--- config.mk ---
export PLATFORM = sky130hd
export DESIGN_NAME = ps2_mouse_init_sequencer
export DESIGN_NICKNAME = d
export VERILOG_FILES = /design/src/rtl/ps2_pkg.sv /design/src/rtl/ps2_ms_timer.sv /design/src/rtl/ps2_mouse_init_sequencer.sv
export SDC_FILE = /design/constraint.sdc
export NUM_CORES = 1
export LEC_CHECK = 0
export CORE_ASPECT_RATIO = 2
export CORE_MARGIN = 2
export CORE_UTILIZATION = 54
export CTS_BUF_LIST = sky130_fd_sc_hd__clkbuf_8
export CTS_CLUSTER_DIAMETER = 50
export DETAILED_ROUTE_END_ITERATION = 10
export GPL_TIMING_DRIVEN = 0
export MAX_ROUTING_LAYER = met4
export PLACE_DENSITY = 0.9
export SETUP_SLACK_MARGIN = 0.5
export SLEW_MARGIN = 40
export SYNTH_ARGS = -nofsm -noshare
export SYNTH_HDL_FRONTEND = slang
export SYNTH_SLANG_ARGS = --single-unit
--- constraint.sdc ---
create_clock -name clk -period 2.3 [get_ports clk]
set_input_delay 0.46 -clock clk [delete_from_list [all_inputs] [get_ports clk]]
set_output_delay 0.46 -clock clk [all_outputs]
set_load 0.1 [all_outputs]
--- src/rtl/ps2_pkg.sv ---
// Shared PS/2 command/response bytes and the sequencer state encoding.
package ps2_pkg;

    localparam logic [7:0] CMD_RESET    = 8'hFF;
    localparam logic [7:0] CMD_SET_RATE = 8'hF3;
    localparam logic [7:0] CMD_SET_RES  = 8'hE8;
    localparam logic [7:0] CMD_ENABLE   = 8'hF4;

    localparam logic [7:0] RSP_ACK    = 8'hFA;
    localparam logic [7:0] RSP_RESEND = 8'hFE;
    localparam logic [7:0] RSP_ERROR  = 8'hFC;
    localparam logic [7:0] RSP_BAT_OK = 8'hAA;
    localparam logic [7:0] RSP_ID     = 8'h00;

    localparam int         STATE_W  = 4;
    localparam logic [2:0] CMD_LAST = 3'd5;

    typedef enum logic [STATE_W-1:0] {
        ST_PWRUP    = 4'd0,
        ST_SEND     = 4'd1,
        ST_TXWAIT   = 4'd2,
        ST_WAIT_ACK = 4'd3,
        ST_WAIT_BAT = 4'd4,
        ST_WAIT_ID  = 4'd5,
        ST_STREAM   = 4'd6,
        ST_FAIL     = 4'd7
    } init_state_t;

endpackage

--- src/rtl/ps2_ms_timer.sv ---
// Millisecond timebase: free-running prescaler plus a clearable 10-bit ms count
// that saturates at 1023.
module ps2_ms_timer #(
    parameter int CLKFREQ = 50_000_000
) (
    input  logic       clk,
    input  logic       reset,
    input  logic       clear,
    output logic [9:0] ms_count
);
    localparam int TICK_CYC = (CLKFREQ / 1000 < 1) ? 1 : CLKFREQ / 1000;
    localparam int PW       = $clog2(TICK_CYC + 1);

    logic [PW-1:0] presc;
    logic          tick;

    assign tick = (presc == '0);

    // Prescaler down-counter; reload on terminal count gives one tick per ms.
    always_ff @(posedge clk or posedge reset) begin
        if (reset)     presc <= PW'(TICK_CYC - 1);
        else if (tick) presc <= PW'(TICK_CYC - 1);
        else           presc <= presc - 1'b1;
    end

    // Elapsed ms since the last clear; clear wins over a coincident tick.
    always_ff @(posedge clk or posedge reset) begin
        if (reset)                               ms_count <= 10'd0;
        else if (clear)                          ms_count <= 10'd0;
        else if (tick && ms_count != 10'd1023)   ms_count <= ms_count + 10'd1;
    end

endmodule

--- src/rtl/ps2_mouse_init_sequencer.sv ---
// Sequences a PS/2 mouse from power-up into stream mode and gates packet use.
//
// state    | meaning
// ---------+---------------------------------------------------------
// PWRUP    | settle 1 ms before talking to the mouse
// SEND     | strobe ROM[idx] into the transmitter once it is idle
// TXWAIT   | byte in flight, wait for tx_busy to fall
// WAIT_ACK | expect FA; FE resends, anything else restarts at FF
// WAIT_BAT | after reset ACK, expect self-test pass AA
// WAIT_ID  | after AA, expect device ID 00
// STREAM   | mouse streaming; watch for hot-plug AA,00
// FAIL     | retries exhausted; hold, then start over
module ps2_mouse_init_sequencer
    import ps2_pkg::*;
#(
    parameter int         CLKFREQ      = 50_000_000,
    parameter logic [7:0] SAMPLE_RATE  = 8'd40,
    parameter logic [7:0] RESOLUTION   = 8'd2,
    parameter int         MAX_RETRIES  = 3,
    parameter int         ACK_TMO_MS   = 25,
    parameter int         BAT_TMO_MS   = 750,
    parameter int         FAIL_HOLD_MS = 1000
) (
    input  logic         clk,
    input  logic         reset,
    input  logic         restart,
    input  logic         tx_busy,
    output logic         tx_req,
    output logic [7:0]   tx_data,
    input  logic         rx_valid,
    input  logic [7:0]   rx_data,
    output logic         stream_active,
    output logic         init_error,
    output logic [STATE_W-1:0] init_state
);
    localparam int RETRY_W = 4;

    init_state_t        state, state_next;
    logic [2:0]         idx, idx_next, bump_idx;
    logic [RETRY_W-1:0] retry, retry_next;
    logic               tx_req_next;
    logic [7:0]         tx_data_next;
    logic               err_next;
    logic               last_aa, last_aa_next;
    logic               busy_d, busy_fall;
    logic               bump;
    logic               ms_clear;
    logic [9:0]         ms_count;
    logic [7:0]         rom_byte;

    ps2_ms_timer #(.CLKFREQ(CLKFREQ)) u_timer (
        .clk      (clk),
        .reset    (reset),
        .clear    (ms_clear),
        .ms_count (ms_count)
    );

    assign busy_fall     = busy_d & ~tx_busy;
    assign stream_active = (state == ST_STREAM);
    assign init_state    = state;

    // Command ROM: reset, set rate + arg, set resolution + arg, enable streaming.
    always_comb begin
        rom_byte = CMD_RESET;
        case (idx)
            3'd0:    rom_byte = CMD_RESET;
            3'd1:    rom_byte = CMD_SET_RATE;
            3'd2:    rom_byte = SAMPLE_RATE;
            3'd3:    rom_byte = CMD_SET_RES;
            3'd4:    rom_byte = RESOLUTION;
            3'd5:    rom_byte = CMD_ENABLE;
            default: rom_byte = CMD_RESET;
        endcase
    end

    // Next-state and registered-output logic.
    always_comb begin
        state_next   = state;
        idx_next     = idx;
        retry_next   = retry;
        tx_req_next  = 1'b0;
        tx_data_next = tx_data;
        err_next     = init_error;
        last_aa_next = last_aa;
        bump         = 1'b0;
        bump_idx     = idx;

        case (state)
            ST_PWRUP: begin
                if (ms_count >= 10'd1) begin
                    state_next = ST_SEND;
                    idx_next   = 3'd0;
                    retry_next = '0;
                end
            end
            ST_SEND: begin
                if (!tx_busy) begin
                    tx_req_next  = 1'b1;
                    tx_data_next = rom_byte;
                    state_next   = ST_TXWAIT;
                end
            end
            ST_TXWAIT: begin
                if (busy_fall) state_next = ST_WAIT_ACK;
            end
            ST_WAIT_ACK: begin
                if (rx_valid) begin
                    if (rx_data == RSP_ACK) begin
                        if (idx == 3'd0)          state_next = ST_WAIT_BAT;
                        else if (idx == CMD_LAST) state_next = ST_STREAM;
                        else begin
                            idx_next   = idx + 3'd1;
                            retry_next = '0;
                            state_next = ST_SEND;
                        end
                    end else if (rx_data == RSP_RESEND) begin
                        bump = 1'b1;
                    end else begin
                        bump     = 1'b1;
                        bump_idx = 3'd0;
                    end
                end else if (ms_count >= 10'(ACK_TMO_MS)) begin
                    bump = 1'b1;
                end
            end
            ST_WAIT_BAT: begin
                if (rx_valid) begin
                    if (rx_data == RSP_BAT_OK) state_next = ST_WAIT_ID;
                    else begin
                        bump     = 1'b1;
                        bump_idx = 3'd0;
                    end
                end else if (ms_count >= 10'(BAT_TMO_MS)) begin
                    bump     = 1'b1;
                    bump_idx = 3'd0;
                end
            end
            ST_WAIT_ID: begin
                if (rx_valid) begin
                    if (rx_data == RSP_ID) begin
                        idx_next   = 3'd1;
                        retry_next = '0;
                        state_next = ST_SEND;
                    end else begin
                        bump     = 1'b1;
                        bump_idx = 3'd0;
                    end
                end else if (ms_count >= 10'(BAT_TMO_MS)) begin
                    bump     = 1'b1;
                    bump_idx = 3'd0;
                end
            end
            ST_STREAM: begin
                if (rx_valid) begin
                    last_aa_next = (rx_data == RSP_BAT_OK);
                    // One-byte lookbehind: a packet carrying AA,00 also re-configures.
                    if (last_aa && rx_data == RSP_ID) begin
                        idx_next   = 3'd1;
                        retry_next = '0;
                        state_next = ST_SEND;
                    end
                end
            end
            ST_FAIL: begin
                if (ms_count >= 10'(FAIL_HOLD_MS)) begin
                    state_next = ST_PWRUP;
                    retry_next = '0;
                end
            end
            default: state_next = ST_PWRUP;
        endcase

        if (bump) begin
            if (retry >= RETRY_W'(MAX_RETRIES)) begin
                state_next = ST_FAIL;
            end else begin
                retry_next = retry + 1'b1;
                idx_next   = bump_idx;
                state_next = ST_SEND;
            end
        end

        if (restart) begin
            state_next  = ST_PWRUP;
            tx_req_next = 1'b0;
            retry_next  = '0;
        end

        if (state_next == ST_FAIL)   err_next = 1'b1;
        if (state_next == ST_STREAM) begin
            err_next   = 1'b0;
            retry_next = '0;
        end
        if (state_next != ST_STREAM) last_aa_next = 1'b0;

        ms_clear = (state_next != state) || restart;
    end

    // State, sequencing counters and registered outputs.
    always_ff @(posedge clk or posedge reset) begin
        if (reset) begin
            state      <= ST_PWRUP;
            idx        <= 3'd0;
            retry      <= '0;
            tx_req     <= 1'b0;
            tx_data    <= 8'h00;
            init_error <= 1'b0;
            last_aa    <= 1'b0;
            busy_d     <= 1'b0;
        end else begin
            state      <= state_next;
            idx        <= idx_next;
            retry      <= retry_next;
            tx_req     <= tx_req_next;
            tx_data    <= tx_data_next;
            init_error <= err_next;
            last_aa    <= last_aa_next;
            busy_d     <= tx_busy;
        end
    end

endmodule

==> results of run 1 <==
[area by class of cell]
type / instances / area (µm²)
repair buffers: 69 / 587
plain buffers: 13 / 135
inverters: 13 / 51.3
flip-flops and latches: 48 / 1230
clock buffers: 6 / 82.6
fillers: 289 / 1200
multi-input cells: 262 / 2090
clock inverters: 2 / 13.8
well taps: 60 / 75.1
[logic make-up after synthesis]
| logic type | synth area share (%) |
|---|---|
| AO/OA/AOI/OAI | 15.8 |
| XOR/XNOR | 6.03 |
| adder cells (fa/ha/maj) | 4.89 |
| buffers and inverters | 3.70 |
| flip-flops | 39.5 |
| multiplexers | 1.02 |
| other | 0.122 |
| AND/OR/NAND/NOR | 29.0 |
[power breakdown]
group,switching [W],internal (W),total [W],leakage [nW]
clock,0.000315,0.000247,0.000561,0.0516
combinational,0.000173,0.0000605,0.000233,1.17
sequential,0.00000684,0.000857,0.000864,0.612
[worst paths after layout]
check                      cells after the start              from             endpoint
hold reg to reg                                1  u_timer.presc[0]     u_timer.presc[0]
setup / recovery                               9     init_state[2]  u_timer.ms_count[6]
max in group asynchronous                      3             reset     u_timer.presc[0]
min in group clk                               1  u_timer.presc[0]     u_timer.presc[0]
setup reg to reg                               9     init_state[2]  u_timer.ms_count[6]
hold / removal                                 2             reset               idx[2]
[stage by stage]
stage | cell area, µm² | total power (W) | cells | hold WS (ns)
finish | 4270 | 0.00166 | 473 | 0.397
global route | 4270 | 0.00171 | 473 | 0.417
CTS | 3870 | 0.00164 | 448 | 0.405
detailed placement | 3460 | 0.00108 | 423 | 0.468
global placement | 3510 | 0.00109 | 422 | 0.445
floorplan | 3160 | 0.00102 | 335 | 0.436
[cell usage after synthesis (all sizes together) (5+ instances only)]
master	instances
nand4	11
or3	5
nor3	22
ha	12
dfrtp	39
nor2	33
inv	13
xor2	6
nand2	32
o211ai	5
and3	7
nor4	7
xnor2	13
o21ai	20
a21oi	18
o21a	5
nand3	16
dfstp	9
clkbuf	9
[worst max-delay path, stage by stage, from the launching register on]
cell and delay (ns):
dfrtp_4 0.42, buf_4 0.21, or4b_4 0.50, a41oi_4 0.22, o22ai_4 0.15, a2111oi_4 0.39
nor2_2 0.12, a31o_1 0.24, buf_6 0.16, nor3_2 0.21
[routing by layer]
| metal | vias to the layer above | share of wire, % | track usage (%) |
|---|---|---|---|
| li1 | 1366 | - | - |
| met2 | 205 | 53 | 49.9 |
| met3 | 101 | 6.5 | 4.20 |
| met5 | - | 0 | - |
| met4 | 0 | 8.5 | 17.2 |
| met1 | 1550 | 32 | 27.4 |
[repair_timing]
item	in CTS	in global routing
cloned	2	0
setup endpoints to repair	39	45
pin swaps	15	18
setup buffers	15	25
gates resized for setup	45	63
[sequential cells by signal, indices dropped and copies added (netlist names), 3 cells and up]
signal and cells:
idx 3, init_state 4, retry 4, tx_data 7, u_timer.ms_count 10, u_timer.presc 16
==> impl_metrics.tcl, run 1 <==
set metrics [dict create \
    outcome "finished with violations" \
    violations "negative setup slack" \
    arrival_ns 2.94 \
    io_buffer_count 27 \
    min_path_type "input port to async pin" \
    setup_viol 20 \
    antenna_left 0 \
    place_hpwl_um 5370 \
    yosysWarnings 0 \
    syn-num-nets 360 \
    startpoint_type "register" \
    synth_largest_area_cell "dfrtp_1" \
    synth-main-ff-cell "dfrtp_1" \
    postCtsHoldBufs 0 \
    first_pass_iters 6 \
    max-slew-margin-rel_pct 63.3 \
    finalClockSkew_ns 0.0131 \
    rsz0062_at_grt "yes" \
    synthDistinctLibCells 63 \
    setup_ws_ns -0.413 \
    clock.fmax_ghz 0.369 \
    clkLatencyLatePin_ns 0.32 \
    num_io_pins 28 \
    avgSynthCellArea_um2 9.17 \
    cp_max_fo 10 \
    drc_errors 0 \
    worstMarginPinSlew_ns 0.548 \
    wl_um 10600 \
    synth.cell_area_um2 3070 \
    syn_inst 335 \
    synth_area_leaders "dfrtp_1 32%, dfstp_2 7.7%, ha_1 4.9%, nor2_1 4.0%, nor3_2 3.9%" \
    finalMaxSlewViolations 0 \
    nNetsFinal 437 \
    grt_pass1_wl_um 13900 \
    diodes 0 \
    synth_top_area_share_pct 31.8 \
    endpoint_kind "register" \
    finalHoldViolations 0 \
    layout.cells.most_common "buf_4" \
    cts_tree "yes" \
    first_global_vias 2981 \
    mostFrequentLayoutCells "36 x buf_4, 31 x dfrtp_1, 24 x nor2_1" \
    synth_enable_flop_cells 0 \
    clock_sinks 48 \
    overflow 0 \
    ff2ff_setup_slack_ns -0.41 \
    antenna_found_initial 0 \
    ir_drop_mv 0.534 \
    detail_route.wl_per_cell_um 22.3 \
    synth_seq_cells 48 \
    fin_tns_setup_ns -6.12 \
    grtUsageTotal_pct 28.2 \
    drt_iter0_markers 396 \
    htreeDepth 2 \
    cp.required_ns 2.53 \
    numCtsBuffers 5 \
    cts-root-buf "clkbuf_8" \
    min_period_over_period_pct 118 \
    min_period_ns 2.71 \
    yosysSeqAreaShare_pct 39.5 \
    core_um2 5470 \
    syn2layout_area_growth_pct 38.9 \
    vias_per_cell 6.81 \
    clk_pin_slew_worst_paths_ns 0.10 \
    utilization_pct 78.1 \
    rows 38 \
    grt_max_degree 38 \
    p_leak_nw 1.84 \
    gp_congestion 0.895 \
    ys_async_sr_fraction_pct 100 \
    cts_buffer_depth 2 \
    dpl_worst_slack_ns -0.986 \
    initial_core_util_pct 56.2 \
    die_height_um 111 \
    vias 3222 \
    crit_type "register to register" \
    max-cap-violations 0 \
    power_density_nw_per_um2 388 \
    drive_gt1_share_pct 42.1 \
    fp.dieArea_um2 6350 \
    fp.dieW_um 57.3 \
]
Power figures use the tool's default switching activity.
==> inputs of run 2 (changes only) <==
--- a/config.mk
+++ b/config.mk
@@ -7,13 +7,13 @@
 export LEC_CHECK = 0
 export CORE_ASPECT_RATIO = 2
 export CORE_MARGIN = 2
-export CORE_UTILIZATION = 54
+export CORE_UTILIZATION = 37
 export CTS_BUF_LIST = sky130_fd_sc_hd__clkbuf_8
 export CTS_CLUSTER_DIAMETER = 50
 export DETAILED_ROUTE_END_ITERATION = 10
 export GPL_TIMING_DRIVEN = 0
 export MAX_ROUTING_LAYER = met4
-export PLACE_DENSITY = 0.9
+export PLACE_DENSITY = 0.68
 export SETUP_SLACK_MARGIN = 0.5
 export SLEW_MARGIN = 40
 export SYNTH_ARGS = -nofsm -noshare
==> impl_metrics.tcl, run 2 (synthesis results as in run 1) <==
set metrics [dict create \
    outcome "finished with violations" \
    violations "negative setup slack" \
    first_global_vias 3019 \
    finalClockSkew_ns 0.0119 \
    met1Wirelength_um 3070 \
    max-slew-margin-rel_pct 59.0 \
    postCtsHoldBufs 0 \
    endpoint_kind "register" \
    rsz0062_at_grt "yes" \
    fin_area_um2 4230 \
    antenna_found_initial 0 \
    first_pass_iters 4 \
    cts_buffer_depth 2 \
    place_hpwl_um 5750 \
    dpl_worst_slack_ns -1.01 \
    mostFrequentLayoutCells "30 x dfrtp_1, 27 x buf_4, 24 x nor2_1, 24 x nand2_1" \
    clock_sinks 48 \
    clk_pin_slew_worst_paths_ns 0.10 \
    overflow 0 \
    drt_iter0_markers 280 \
    wl_met3_um 345 \
    top_register "u_timer.presc" \
    fp.dieArea_um2 9090 \
    multi_input_area_um2 2060 \
    crit_type "input port to register" \
    min_path_type "input port to async pin" \
    fp.dieW_um 68.4 \
    top_regs "u_timer.presc: 16 flops, u_timer.ms_count: 10 flops, tx_data: 7 flops" \
    ir_drop_mv 0.292 \
    r2r_end "u_timer.ms_count[8]" \
    largest_reg_flops 16 \
    initial_core_util_pct 37.6 \
    gp_congestion 0.886 \
    critPathSlowestCell "clkdlybuf4s50_1" \
    nNetsFinal 430 \
    ff2ff_path_depth 9 \
    startpoint_type "input port" \
    grtUsageTotal_pct 20.6 \
    htreeDepth 2 \
    arrival_ns 2.84 \
    drc_errors 0 \
    io_buffer_count 27 \
    power_density_nw_per_um2 380 \
    cts-root-buf "clkbuf_8" \
    worstMarginPinSlew_ns 0.608 \
    fill_cells 736 \
    placed_area_um2 3500 \
    vias_per_cell 5.86 \
    cp_cell_sequence "clkdlybuf4s50_1 -> nor4_4 -> nand4_1 -> a221oi_4 -> nand3_2 -> o311ai_2 -> a31o_1 -> buf_6 -> nor3_2" \
    finalHoldViolations 0 \
    critPathTopFamily "compound AO/OA/AOI/OAI gates" \
    clkLatencyLatePin_ns 0.31 \
    routed.top_layer "met4" \
    finalMaxSlewViolations 0 \
    critical-path-max-stage-delay_ns 0.47 \
    setup_viol 23 \
    min_period_ns 2.65 \
    path_buf_inv 2 \
    clock.fmax_ghz 0.377 \
    rows 47 \
    setup_ws_ns -0.353 \
    utilization_pct 51.7 \
    drive_gt1_share_pct 41.1 \
    hold-worst-slack_ns 0.389 \
    grt_max_degree 39 \
    num_io_pins 28 \
    p_leak_nw 1.78 \
    wl_um 8910 \
    diodes 0 \
    cts_tree "yes" \
    die_height_um 133 \
    antenna_left 0 \
    syn2layout_area_growth_pct 37.6 \
    cp_max_fo 5 \
    seq_area_um2 1230 \
    layout.cells.most_common "dfrtp_1" \
    core_um2 8170 \
    timing.rr.start "u_timer.ms_count[9]" \
    vias 2951 \
    met2_length_um 4890 \
    detail_route.wl_per_cell_um 17.7 \
    cp.required_ns 2.48 \
    ff2ff_setup_slack_ns -0.33 \
    max-cap-violations 0 \
    numCtsBuffers 5 \
    grt_pass1_wl_um 14100 \
    min_period_over_period_pct 115 \
]
run 2: cell types whose count changed in the layout (fill, tap and decap cells not counted), sizes merged:
cell,change
buf,-6
clkbuf,-3
clkdlybuf4s50,+4
dlygate4sd2,+1
dlymetal6s2s,-4
inv,+1
run 2: per-layer routing:
metal / global-route usage, % / vias to the layer above
li1: - / 1350
met1: 19.1 / 1422
met2: 35.9 / 124
met3: 4.00 / 55
met4: 13.3 / 0
met5: - / -
run 2: what timing repair did:
item | 4_1_cts | 5_1_grt
buffers inserted | 23 | 10
hold endpoints to repair | 0 | 0
resized for setup | 47 | 52
cloned | 1 | 1
setup endpoints to repair | 40 | 45
pin swaps | 17 | 19
run 2: final cells by class:
class | count | area share, %
Buffer | 13 | 3.14
Clock buffer | 5 | 1.63
Clock inverter | 3 | 0.355
Inverter | 13 | 1.21
Multi-Input combinational cell | 262 | 48.8
Sequential cell | 48 | 29.1
Tap cell | 98 | 2.90
Timing Repair Buffer | 62 | 12.9
run 2: worst max-delay path by stage:
stage / slack, ns / depth (start not counted) / start / to
after floorplan: -0.39 / 8 / init_state[3] / init_error
after detailed placement: -1.01 / 9 / rx_data[1] / u_timer.ms_count[5]
after global routing: -0.45 / 9 / rx_data[3] / u_timer.ms_count[1]
after global placement: -0.92 / 9 / rx_data[1] / u_timer.ms_count[7]
final: -0.35 / 9 / rx_data[2] / u_timer.ms_count[8]
after CTS: -0.32 / 9 / init_state[3] / u_timer.ms_count[8]
run 2: report_power, final:
group	total, W	internal, W	switching, W
combinational	0.000229	0.0000623	0.000167
sequential	0.000863	0.000857	0.00000621
clock	0.000517	0.000210	0.000307
total	0.00161	0.00113	0.000480
run 2: worst reg2reg max path: stages (launching register included):
cell and delay [ns]:
dfrtp_2 0.42, or4_4 0.54, a311o_1 0.37, o211ai_4 0.22, buf_12 0.14, a2111o_2 0.16
o311ai_2 0.11, a31o_1 0.25, buf_6 0.15, nor3_2 0.18
run 2: per-stage QoR:
step | cells | TNS (ns) | power (W)
finish | 504 | -5.07 | 0.00161
global route | 504 | -7.02 | 0.00168
CTS | 493 | -4.40 | 0.00161
detailed placement | 461 | -17.55 | 0.00108
global placement | 460 | -29.61 | 0.00109
floorplan | 335 | -5.08 | 0.00102
==> inputs of run 3 (changes only) <==
--- a/config.mk
+++ b/config.mk
@@ -5,11 +5,11 @@
 export SDC_FILE = /design/constraint.sdc
 export NUM_CORES = 1
 export LEC_CHECK = 0
+export CAP_MARGIN = 20
 export CORE_ASPECT_RATIO = 2
 export CORE_MARGIN = 2
 export CORE_UTILIZATION = 37
 export CTS_BUF_LIST = sky130_fd_sc_hd__clkbuf_8
-export CTS_CLUSTER_DIAMETER = 50
 export DETAILED_ROUTE_END_ITERATION = 10
 export GPL_TIMING_DRIVEN = 0
 export MAX_ROUTING_LAYER = met4
==> results of run 3 <==
The final DEF is identical to that of run 2; final timing and power are the same.
